--- src/rtl/sram_d_arbiter.sv ---
// Two-manager round-robin OBI arbiter onto the SRAM data port; routes responses back via an owner-ID FIFO.
// Zero added latency on request and response; requests stall (s_req_o low) while the owner FIFO is full and nothing pops.
module sram_d_arbiter #(
    parameter int MAX_OUTSTANDING = 2
) (
    input  logic        clk_i,
    input  logic        rst_i,
    input  logic        m0_req_i,
    input  logic        m1_req_i,
    output logic        m0_gnt_o,
    output logic        m1_gnt_o,
    input  logic [31:0] m0_addr_i,
    input  logic [31:0] m1_addr_i,
    input  logic        m0_we_i,
    input  logic        m1_we_i,
    input  logic [3:0]  m0_be_i,
    input  logic [3:0]  m1_be_i,
    input  logic [31:0] m0_wdata_i,
    input  logic [31:0] m1_wdata_i,
    output logic        m0_rvalid_o,
    output logic        m1_rvalid_o,
    output logic [31:0] m0_rdata_o,
    output logic [31:0] m1_rdata_o,
    output logic        s_req_o,
    input  logic        s_gnt_i,
    output logic [31:0] s_addr_o,
    output logic        s_we_o,
    output logic [3:0]  s_be_o,
    output logic [31:0] s_wdata_o,
    input  logic        s_rvalid_i,
    input  logic [31:0] s_rdata_i,
    output logic        proto_err_o
);

    localparam int PW = (MAX_OUTSTANDING > 1) ? $clog2(MAX_OUTSTANDING) : 1;
    localparam int CW = $clog2(MAX_OUTSTANDING + 1);
    localparam logic [PW-1:0] LAST_IDX = PW'(MAX_OUTSTANDING - 1);
    localparam logic [CW-1:0] MAX_CNT  = CW'(MAX_OUTSTANDING);

    logic [MAX_OUTSTANDING-1:0] r_owner;
    logic [PW-1:0]              r_wr_ptr;
    logic [PW-1:0]              r_rd_ptr;
    logic [CW-1:0]              r_count;
    logic                       r_last;
    logic                       r_proto_err;

    logic w_any;
    logic w_sel;
    logic w_can_issue;
    logic w_hs;
    logic w_pop;
    logic w_head;
    logic w_stray;

    function automatic logic [PW-1:0] f_next(input logic [PW-1:0] p);
        return (p == LAST_IDX) ? '0 : p + 1'b1;
    endfunction

    assign w_any = m0_req_i | m1_req_i;
    // Under contention the manager not granted last wins; otherwise whoever asks.
    assign w_sel = (m0_req_i & m1_req_i) ? ~r_last : m1_req_i;

    // A response arriving this cycle frees its FIFO slot in time for a new push.
    assign w_can_issue = (r_count < MAX_CNT) | s_rvalid_i;
    assign s_req_o     = w_any & w_can_issue & ~rst_i;
    assign w_hs        = s_req_o & s_gnt_i;
    assign m0_gnt_o    = w_hs & ~w_sel;
    assign m1_gnt_o    = w_hs & w_sel;

    always_comb begin
        s_addr_o  = '0;
        s_we_o    = 1'b0;
        s_be_o    = '0;
        s_wdata_o = '0;
        if (w_any) begin
            if (w_sel) begin
                s_addr_o  = m1_addr_i;
                s_we_o    = m1_we_i;
                s_be_o    = m1_be_i;
                s_wdata_o = m1_wdata_i;
            end else begin
                s_addr_o  = m0_addr_i;
                s_we_o    = m0_we_i;
                s_be_o    = m0_be_i;
                s_wdata_o = m0_wdata_i;
            end
        end
    end

    assign w_pop   = s_rvalid_i & (r_count != '0) & ~rst_i;
    assign w_stray = s_rvalid_i & (r_count == '0);
    assign w_head  = r_owner[r_rd_ptr];

    assign m0_rvalid_o = w_pop & ~w_head;
    assign m1_rvalid_o = w_pop & w_head;
    assign m0_rdata_o  = s_rdata_i;
    assign m1_rdata_o  = s_rdata_i;
    assign proto_err_o = r_proto_err;

    always_ff @(posedge clk_i) begin
        if (rst_i) begin
            r_owner     <= '0;
            r_wr_ptr    <= '0;
            r_rd_ptr    <= '0;
            r_count     <= '0;
            r_last      <= 1'b1;
            r_proto_err <= 1'b0;
        end else begin
            if (w_hs) begin
                r_owner[r_wr_ptr] <= w_sel;
                r_wr_ptr          <= f_next(r_wr_ptr);
                r_last            <= w_sel;
            end
            if (w_pop) begin
                r_rd_ptr <= f_next(r_rd_ptr);
            end
            if (w_hs && !w_pop) begin
                r_count <= r_count + 1'b1;
            end else if (!w_hs && w_pop) begin
                r_count <= r_count - 1'b1;
            end
            if (w_stray) begin
                r_proto_err <= 1'b1;
            end
        end
    end

endmodule

--- config.mk ---
export PLATFORM = sky130hd
export DESIGN_NAME = sram_d_arbiter
export DESIGN_NICKNAME = d
export VERILOG_FILES = /design/src/rtl/sram_d_arbiter.sv
export SDC_FILE = /design/constraint.sdc
export NUM_CORES = 1
export LEC_CHECK = 0
export ABC_AREA = 0
export CORE_AREA = 10 10 115 117
export DETAILED_ROUTE_END_ITERATION = 6
export DIE_AREA = 0 0 125 127
export PLACE_DENSITY = 0.67
export SYNTH_ARGS = -nofsm -noshare
export SYNTH_HDL_FRONTEND = slang
export SYNTH_SLANG_ARGS = --single-unit
--- constraint.sdc ---
create_clock -name clk_i -period 2 [get_ports clk_i]
set_input_delay 0.2 -clock clk_i [delete_from_list [all_inputs] [get_ports clk_i]]
set_output_delay 0.2 -clock clk_i [all_outputs]
set_load 0.02 [all_outputs]
==> results.py <==
metrics = {
    "run_status": {
        "status": "completed",
    },
    "layout": {
        "nFillCells": 1206,
        "drive_above_1_share": 0.0633,
        "diodes": 0,
        "utilization": 0.340,
        "area_growth_pct": 102,
        "fin_area_um2": 3790,
        "regArea_um2": 160,
        "layout.nets": 669,
        "multi_input_area_um2": 1130,
    },
    "floorplanning": {
        "start_util": 0.168,
        "rows": 39,
        "die_w_um": 125,
        "ioPinCount": 315,
        "fp.dieArea_um2": 15900,
        "die_y_um": 127,
        "coreArea_um2": 11100,
    },
    "cts": {
        "insertion_delay_ns": 0.23,
        "postCtsHoldBufs": 0,
        "path_clk_slew_ns": 0.04,
        "numCtsBuffers": 3,
        "clock-sinks": 8,
        "cts_tree": "yes",
        "root_buffer": "clkbuf_16",
        "clockBufferDepth": 2,
        "h-tree-depth": 1,
    },
    "worst_hold_path": {
        "hold_path.class": "in -> out",
    },
    "drt": {
        "drt_iter0_drc": 85,
        "wl_mm": 10.2,
        "wl_per_cell_um": 16.1,
        "first_pass_iters": 4,
        "ant_nets": 0,
        "viasPerCell": 4.15,
        "vias": 2630,
        "route.detailed.drc": 0,
    },
    "run": {
        "cap_violations": 0,
    },
    "timing": {
        "rsz0062_at_grt": "no",
        "timing.fmax_mhz": 523,
        "fin_setup_tns_ns": 0,
        "clock_skew_ns": 0.000809,
        "slew_headroom": 0.791,
        "whs_ns": 0.400,
        "finalHoldViolCount": 0,
        "setup_viol": 0,
        "period_needed_ns": 1.91,
        "slew_viol_final": 0,
        "tightestPinTransition_ns": 0.313,
        "finalCritPeriodShare": 0.956,
    },
    "synth": {
        "ys_seq_area_frac": 0.0856,
        "yosys_warnings": 0,
        "synth.avg_cell_area_um2": 5.47,
        "yosysTopAreaCell": "nand2_1",
        "ys.flop_type": "dfxtp_1",
        "synthArstFlopShare": 0,
        "yosys_register_bits": 8,
        "synth_cells": 342,
        "yosysUniqueCellTypes": 21,
        "netlist_area_um2": 1870,
        "synth_edf_count": 0,
        "synth_area_leaders": "nand2_1 28%, buf_4 26%, o21ai_0 19%",
        "synth_top_area_frac": 0.283,
        "syn_nets": 519,
    },
    "worst_setup_path": {
        "cp_max_fo": 4,
        "end_kind": "register",
        "worstPathRequired_ns": 2.17,
        "path_class": "in -> reg",
        "startpoint_type": "input pin",
        "worstPathArrival_ns": 2.08,
    },
    "global_route": {
        "antenna_found_initial": 0,
        "grt_pass1_vias": 2825,
        "grt_max_degree": 57,
        "grt_pass1_wl_mm": 15.3,
        "overflow": 0,
        "grt_use_total": 0.116,
    },
    "pwr": {
        "p_leak_uw": 0.00170,
        "p_total_uw": 1510,
        "ir_drop_uv": 290,
        "p_per_area_nw_per_um2": 399,
    },
    "place": {
        "placed_area_um2": 3760,
        "globalplace.congestion": 0.744,
        "hpwlAfterDp_mm": 8.42,
        "portBuffers": 218,
    },
}
## report_power, final
part	internal (uW)	switching (uW)
registers	180	18.3
logic	502	472
clock network	258	82.0
## cells in the mapped netlist, types with 2 or more instances
master,number
a21oi_1,2
buf_2,8
buf_4,66
clkbuf_1,13
dfxtp_1,8
inv_1,2
mux2i_1,4
nand2_1,141
nand2b_1,3
nor2_1,9
nor2b_1,2
o21ai_0,72
or3_1,2
xor2_1,3
## layer usage
layer | wire, um | up-vias | track usage
met2 | 5220 | 150 | 0.213
met3 | 1180 | 42 | 0.0554
li1 | - | 1320 | -
met5 | 0 | - | 0
met4 | 385 | 0 | 0.0508
met1 | 3380 | 1118 | 0.107
## through the flow
| stage | instances | worst slack (ns) |
|---|---|---|
| floorplan | 342 | 0.237 |
| global placement | 628 | -0.340 |
| detailed placement | 628 | -0.333 |
| CTS | 633 | 0.000182 |
| global route | 633 | 0.00129 |
| finish | 633 | 0.0876 |
## cell families after synthesis
group,synth area share
multiplexers,0.0214
flip-flops,0.0856
AND/OR/NAND/NOR,0.336
XOR/XNOR,0.0140
adder cells (fa/ha/maj),0.00668
buffers and inverters,0.322
AO/OA/AOI/OAI,0.214
## timing repair
action                                  in CTS  in global routing
gates resized for setup                     88                 13
setup buffers                                1                  0
endpoints found under the setup margin      74                 63
gates cloned                                 1                  0
pin swaps                                    0                  2
## area by class of cell
| class | instances | area share |
|---|---|---|
| inverters | 2 | 0.00198 |
| clock buffers | 3 | 0.0198 |
| well taps | 143 | 0.0473 |
| multi-input cells | 244 | 0.298 |
| flip-flops and latches | 8 | 0.0423 |
| repair buffers | 233 | 0.590 |
## cells in the final DEF (no fill, tap or decap)
cell,Yosys,routed
clkdlybuf4s50_1,0,143
nand2_1,141,141
o21ai_0,72,71
dlygate4sd2_1,0,65
buf_4,66,11
nor2_1,9,9
dfxtp_1,8,8
mux2i_1,4,4
buf_2,8,4
nand2b_1,3,3
xor2_1,3,3
clkbuf_16,0,3
clkdlybuf4s15_1,0,3
nor2b_1,2,2
inv_1,2,2
or3_4,0,2
clkbuf_2,0,2
buf_12,0,2
a21boi_4,0,1
o21bai_4,1,1
or2_2,1,1
or4_4,1,1
o21ai_1,0,1
a21oi_2,0,1
a21oi_1,2,1
nor3_1,1,1
ha_1,1,1
buf_16,0,1
dlymetal6s2s_1,0,1
buf_6,1,1
## critical path: stages
cell and delay [ns]:
clkdlybuf4s50_1 0.43, o21bai_4 0.19, or3_4 0.41, inv_1 0.09
ha_1 0.25, or3_4 0.40, a21oi_2 0.11
## sequential cells by signal, summed over array words and instances, names as in the netlist
register and cells:
r_wr_ptr 1, r_count 2, r_rd_ptr 1, r_last 1
r_owner 2, proto_err_o 1
## final timing paths
kind	startpoint	endpoint	slack [ns]	depth (start not counted)
worst max-delay path	rst_i	r_count[1]	0.09	7
worst min-delay path	s_rdata_i[3]	m0_rdata_o[3]	0.40	0
worst max register to register	r_count[1]	r_count[1]	0.24	6
worst min register to register	r_owner[1]	r_owner[1]	0.48	2
Power figures use the tool's default switching activity.
